--- config.mk ---
export PLATFORM = sky130hd
export DESIGN_NAME = vram_console_flat
export DESIGN_NICKNAME = d
export VERILOG_FILES = /design/src/rtl/vram_console_pkg.sv /design/src/rtl/vram_console_if.sv /design/src/rtl/vram_console_fill.sv /design/src/rtl/vram_console.sv /design/src/flat_wrapper.sv
export SDC_FILE = /design/constraint.sdc
export NUM_CORES = 1
export LEC_CHECK = 0
export CORE_ASPECT_RATIO = 1.25
export CORE_MARGIN = 2
export CORE_UTILIZATION = 48
export DETAILED_ROUTE_END_ITERATION = 6
export PLACE_DENSITY = 0.75
export SYNTH_ARGS = -nofsm -noshare
export SYNTH_HDL_FRONTEND = slang
export SYNTH_SLANG_ARGS = --single-unit
export TNS_END_PERCENT = 1
--- constraint.sdc ---
create_clock -name clk -period 5.6 [get_ports clk]
set_clock_uncertainty 0.15 [all_clocks]
set_input_delay 1.68 -clock clk [delete_from_list [all_inputs] [get_ports clk]]
set_output_delay 1.68 -clock clk [all_outputs]
set_load 0.005 [all_outputs]
--- src/rtl/vram_console_pkg.sv ---
// Shared types and control-code constants for the vram_console writer.
// Holds the FSM state enum and a printable-byte classifier.
package vram_console_pkg;

  typedef enum logic [1:0] {
    IDLE,
    CLRSCR,
    CLRLINE
  } state_t;

  localparam logic [7:0] CH_BS    = 8'h08;
  localparam logic [7:0] CH_LF    = 8'h0A;
  localparam logic [7:0] CH_FF    = 8'h0C;
  localparam logic [7:0] CH_CR    = 8'h0D;
  localparam logic [7:0] CH_BLANK = 8'h20;

  function automatic logic is_print(
    input logic [7:0] b
  );
    return (b >= 8'h20) && (b != 8'h7F);
  endfunction

endpackage

--- src/rtl/vram_console_if.sv ---
// Byte-stream valid/ready handshake into vram_console.
// master drives in_data/in_valid; slave returns in_ready.
interface vram_console_if;

  logic [7:0] in_data;
  logic       in_valid;
  logic       in_ready;

  modport master (
    output in_data,
    output in_valid,
    input  in_ready
  );

  modport slave (
    input  in_data,
    input  in_valid,
    output in_ready
  );

endinterface

--- src/rtl/vram_console_fill.sv ---
// Blank-fill address generator: base+cnt for cnt=0..count-1.
// Ports: en advances, addr/data give the write, done marks the last.
module vram_fill #(
  parameter int         AW    = 11,
  parameter logic [7:0] BLANK = 8'h20
) (
  input  logic          clk,
  input  logic          rst_n,
  input  logic          en,
  input  logic [AW-1:0] base,
  input  logic [AW-1:0] count,
  output logic [AW-1:0] addr,
  output logic [7:0]    data,
  output logic          done
);

  logic [AW-1:0] cnt;

  assign addr = base + cnt;
  assign data = BLANK;
  assign done = en && (cnt == count - AW'(1));

  // Counter returns to zero after every run,
  // so the next fill always starts at base.
  always_ff @(posedge clk or negedge rst_n) begin
    if (!rst_n) begin
      cnt <= '0;
    end else if (done) begin
      cnt <= '0;
    end else if (en) begin
      cnt <= cnt + AW'(1);
    end
  end

endmodule

--- src/rtl/vram_console.sv ---
// Character-stream writer for a COLS x ROWS text VRAM with cursor.
// Ports: clk, rst_n, in_if (byte handshake), vram_waddr/wdata/we,
// cur_col/cur_row, busy. Optional: VRAM_CONSOLE_BACKSPACE_EN.
module vram_console
  import vram_console_pkg::*;
#(
  parameter int         COLS  = 40,
  parameter int         ROWS  = 30,
  parameter int         AW    = 11,
  parameter logic [7:0] BLANK = 8'h20
) (
  input  logic          clk,
  input  logic          rst_n,
  vram_console_if.slave in_if,
  output logic [AW-1:0] vram_waddr,
  output logic [7:0]    vram_wdata,
  output logic          vram_we,
  output logic [5:0]    cur_col,
  output logic [4:0]    cur_row,
  output logic          busy
);

  localparam logic [AW-1:0] CELLS = AW'(COLS * ROWS);
  localparam logic [AW-1:0] LINE  = AW'(COLS);

  state_t        state, state_n;
  logic [AW-1:0] waddr_n;
  logic [7:0]    wdata_n;
  logic          we_n;
  logic [5:0]    col_n;
  logic [4:0]    row_n;
  logic [4:0]    row_inc;
  logic [7:0]    b;
  logic          accept;

  logic [AW-1:0] line_base, cell_addr;
  logic [AW-1:0] fill_base, fill_count;
  logic [AW-1:0] fill_addr;
  logic [7:0]    fill_data;
  logic          fill_en, fill_done;

  assign in_if.in_ready = (state == IDLE);
  assign accept = in_if.in_valid && in_if.in_ready;
  assign b      = in_if.in_data;

  assign line_base = AW'(cur_row) * LINE;
  assign cell_addr = line_base + AW'(cur_col);
  assign row_inc   = (cur_row == 5'(ROWS - 1)) ?
                     5'd0 : cur_row + 5'd1;

  // The cursor is stable during a fill, so
  // line_base is the newly entered row.
  assign fill_en    = (state != IDLE);
  assign fill_base  = (state == CLRLINE) ? line_base : '0;
  assign fill_count = (state == CLRLINE) ? LINE : CELLS;

  vram_fill #(
    .AW    (AW),
    .BLANK (BLANK)
  ) u_fill (
    .clk   (clk),
    .rst_n (rst_n),
    .en    (fill_en),
    .base  (fill_base),
    .count (fill_count),
    .addr  (fill_addr),
    .data  (fill_data),
    .done  (fill_done)
  );

  always_comb begin
    state_n = state;
    we_n    = 1'b0;
    waddr_n = vram_waddr;
    wdata_n = vram_wdata;
    col_n   = cur_col;
    row_n   = cur_row;
    case (state)
      IDLE: begin
        if (accept) begin
          unique case (1'b1)
            is_print(b): begin
              we_n    = 1'b1;
              waddr_n = cell_addr;
              wdata_n = b;
              if (cur_col == 6'(COLS - 1)) begin
                col_n   = '0;
                row_n   = row_inc;
                state_n = CLRLINE;
              end else begin
                col_n = cur_col + 6'd1;
              end
            end
            (b == CH_LF): begin
              col_n   = '0;
              row_n   = row_inc;
              state_n = CLRLINE;
            end
            (b == CH_CR): col_n = '0;
            (b == CH_FF): state_n = CLRSCR;
`ifdef VRAM_CONSOLE_BACKSPACE_EN
            // Row-major layout: the cell before (r,0)
            // is (r-1,COLS-1), so both cases use -1.
            (b == CH_BS): begin
              if (cur_col != 6'd0) begin
                col_n   = cur_col - 6'd1;
                we_n    = 1'b1;
                waddr_n = cell_addr - AW'(1);
                wdata_n = BLANK;
              end else if (cur_row != 5'd0) begin
                row_n   = cur_row - 5'd1;
                col_n   = 6'(COLS - 1);
                we_n    = 1'b1;
                waddr_n = cell_addr - AW'(1);
                wdata_n = BLANK;
              end
            end
`endif
            default: ;
          endcase
        end
      end
      CLRSCR, CLRLINE: begin
        we_n    = 1'b1;
        waddr_n = fill_addr;
        wdata_n = fill_data;
        if (fill_done) begin
          state_n = IDLE;
          if (state == CLRSCR) begin
            col_n = '0;
            row_n = '0;
          end
        end
      end
      default: state_n = CLRSCR;
    endcase
  end

  always_ff @(posedge clk or negedge rst_n) begin
    if (!rst_n) begin
      state      <= CLRSCR;
      vram_we    <= 1'b0;
      vram_waddr <= '0;
      vram_wdata <= '0;
      cur_col    <= '0;
      cur_row    <= '0;
      busy       <= 1'b1;
    end else begin
      state      <= state_n;
      vram_we    <= we_n;
      vram_waddr <= waddr_n;
      vram_wdata <= wdata_n;
      cur_col    <= col_n;
      cur_row    <= row_n;
      busy       <= (state_n != IDLE);
    end
  end

endmodule

--- src/flat_wrapper.sv ---
// flat-port wrapper written by rule: the top's interface ports become plain ports
module vram_console_flat import vram_console_pkg::*;
#(
  parameter int         COLS  = 40,
  parameter int         ROWS  = 30,
  parameter int         AW    = 11,
  parameter logic [7:0] BLANK = 8'h20
)
  (clk, rst_n, vram_waddr, vram_wdata, vram_we, cur_col, cur_row, busy, in_if_in_data, in_if_in_valid, in_if_in_ready);
  vram_console_if in_if_i ();
  input  logic clk;
  input  logic rst_n;
  output logic [AW-1:0] vram_waddr;
  output logic [7:0] vram_wdata;
  output logic vram_we;
  output logic [5:0] cur_col;
  output logic [4:0] cur_row;
  output logic busy;
  input wire logic [$bits(in_if_i.in_data)-1:0] in_if_in_data;
  input wire logic [$bits(in_if_i.in_valid)-1:0] in_if_in_valid;
  output wire logic [$bits(in_if_i.in_ready)-1:0] in_if_in_ready;
  assign in_if_i.in_data = in_if_in_data;
  assign in_if_i.in_valid = in_if_in_valid;
  assign in_if_in_ready = in_if_i.in_ready;
  vram_console #(.COLS(COLS), .ROWS(ROWS), .AW(AW), .BLANK(BLANK)) u_core (.clk(clk), .rst_n(rst_n), .in_if(in_if_i), .vram_waddr(vram_waddr), .vram_wdata(vram_wdata), .vram_we(vram_we), .cur_col(cur_col), .cur_row(cur_row), .busy(busy));
endmodule
==> results.json <==
{
  "status": "finished, final reports clean",
  "io_pins": 44,
  "synthCells": 328,
  "end_kind": "register",
  "die_w_um": 74.5,
  "place_congestion": 0.893,
  "multiInputGateArea_um2": 1760,
  "dpl.hpwl_mm": 5.36,
  "grt_overflow_total": 0,
  "drtPass1Iterations": 5,
  "min_from": "u_core.vram_wdata[7]",
  "synth_edf_count": 0,
  "dp.cells": 449,
  "tritoncts": "yes",
  "layout_commonest_cell": "nand2_1",
  "yosysSeqAreaShare": 0.379,
  "first_global_vias": 2583,
  "cp-startpoint": "in_if_in_data[6]",
  "core_area_um2": 6090,
  "cts_root_buf": "clkbuf_8",
  "ir_worst_vdd_uv": 94.6,
  "most-common-layout-cells": "nand2_1 (47), dfrtp_1 (43), clkdlybuf4s50_1 (42), o21ai_0 (27), ha_1 (24)",
  "fin_setup_tns_ns": 0,
  "postCtsSetupBuffers": 0,
  "antenna_cells": 0,
  "rsz0062_at_grt": "false",
  "cp.arrival_ns": 3.90,
  "cts.htree.levels": 2,
  "rr_endpoint": "u_core.cur_row[3]",
  "min_period_ns": 3.82,
  "hold_viol": 0,
  "nets": 409,
  "power_density_nw_per_um2": 166,
  "num_vias": 2569,
  "clkTransAtPathRegs_ns": 0.09,
  "finalWirelength_mm": 7.15,
  "fillers": 588,
  "netlist_area_um2": 2980,
  "cts_resized": 0,
  "grt_pass1_wl_mm": 12.0,
  "postCtsHoldBufs": 0,
  "synthArstFlopShare": 1.00,
  "routed_via_density": 5.62,
  "power.total_mw": 0.599,
  "ys_warn_count": 0,
  "finalNonFillerCells": 457,
  "cp-start-kind": "primary input",
  "synth_cell_type_count": 50,
  "syn2layout_area_growth_pct": 21.1,
  "drv_cap": 0,
  "antenna_left": 0,
  "regArea_um2": 1130,
  "initial_core_util": 0.489,
  "insertion_delay_ns": 0.31,
  "cp-endpoint": "u_core.cur_row[3]",
  "synth_ff_type": "dfrtp_1",
  "grt_max_degree": 46,
  "wl_per_cell_um": 15.6,
  "numCtsBuffers": 5,
  "place_area_um2": 3490,
  "synth.avg_cell_area_um2": 9.08,
  "grt.total_usage": 0.226,
  "layout-drive-gt1-share": 0.0591,
  "syn_nets": 366,
  "drc": 0,
  "finalCritPeriodShare": 0.683,
  "reg2reg_from": "u_core.state[0]",
  "cp_max_fo": 9,
  "synth_seq_cells": 45,
  "drt_iter0_drc": 95,
  "maxSlewViolCount": 0,
  "die_area_um2": 6850,
  "tightest_slew_ns": 1.03,
  "ff2ff_path_depth": 8,
  "max_freq_ghz": 0.262,
  "clock-sinks": 45,
  "io_buffers": 43,
  "critPathRequiredTime_ns": 5.67,
  "antenna_found_initial": 0,
  "leakagePower_nw": 1.62,
  "design_area_um2": 3610,
  "row_count": 32,
  "clk_path_buf_depth": 2,
  "chipHeight_um": 92.1,
  "slew_headroom": 0.313,
  "r2r_slack_ns": 2.33,
  "hold_class": "register to register",
  "path_class": "primary input to register",
  "setup_viol": 0
}
## layer usage
metal  track usage  vias up  part of all wire  wire length, um
met3        0.0341        9             0.031              224
met1         0.266     1243              0.42             3030
met2         0.409       72              0.53             3770
met4        0.0699        0             0.016              117
li1              -     1245                 -                -
met5             0        -                 0                0
## worst max-delay path, stage by stage
cell and delay, ns:
clkdlybuf4s50_1 0.47, or4_1 0.59, o221a_2 0.29, a21o_1 0.26, or4_4 0.51, o211ai_2 0.08
## how the worst min path moves through the flow
stage / endpoint / slack, ns / cells past startpoint
2_1_floorplan: u_core.vram_wdata[1] / 0.31 / 2
3_3_place_gp: u_core.vram_wdata[7] / 0.30 / 2
3_5_place_dp: u_core.vram_wdata[7] / 0.30 / 2
4_1_cts: u_core.vram_wdata[7] / 0.33 / 2
5_1_grt: u_core.vram_wdata[7] / 0.35 / 2
6_report: u_core.vram_wdata[7] / 0.32 / 2
## per-stage QoR
step                       util  hold WS, ns  setup WS (ns)
final                     0.593        0.319           1.78
after global routing      0.593        0.345           1.73
after CTS                 0.593        0.326           1.79
after detailed placement  0.574        0.304           1.49
after global placement    0.574        0.301           1.52
after floorplan               -        0.313           2.11
## flip-flops by register name, indices dropped and copies added (netlist names)
register / flops
u_core.vram_waddr: 11
u_core.u_fill.cnt: 11
u_core.cur_col: 6
u_core.vram_we: 1
u_core.state: 2
u_core.vram_wdata: 8
u_core.busy: 1
u_core.cur_row: 5
## logic make-up after synthesis
kind of cell    count (synthesis)  synth area share
mux                             5            0.0172
simple gates                  131             0.221
xor+xnor                       19            0.0559
compound gates                 77             0.175
flops                          45             0.379
fa+ha+maj                      27             0.121
buf+inv                        24            0.0303
## power by group
part | internal [mW] | total [mW] | switching [mW]
Sequential | 0.325 | 0.325 | 0.000352
Combinational | 0.00838 | 0.0210 | 0.0126
Clock | 0.134 | 0.253 | 0.119
Total | 0.467 | 0.599 | 0.132
## cell usage after synthesis (3+ instances only)
master    number  area (um^2)
a22oi_1        3         22.5
xnor2_1       12          105
nor2b_1        4         25.0
a21oi_1        8         40.0
clkbuf_1       7         26.3
inv_1         15         56.3
a31oi_1        4         25.0
a21o_1         9         67.6
nand4_1        6         37.5
dfrtp_1       43         1080
ha_1          24          300
o21ai_0       27          135
o31ai_1        8         60.1
nand3_1       16         80.1
fa_1           3         60.1
nor3_1         5         25.0
nand2b_1       7         43.8
nand2_1       47          176
and2_1         7         43.8
xor2_1         7         61.3
nor2_1        21         78.8
mux2i_1        4         40.0
a211oi_1       3         22.5
## final cells by class
class | instances | area share
flip-flops and latches | 45 | 0.313
inverters | 15 | 0.0156
well taps | 85 | 0.0295
clock inverters | 3 | 0.0128
clock buffers | 5 | 0.0191
multi-input cells | 259 | 0.488
repair buffers | 45 | 0.122
No activity file was read; power rests on OpenSTA's default activity.
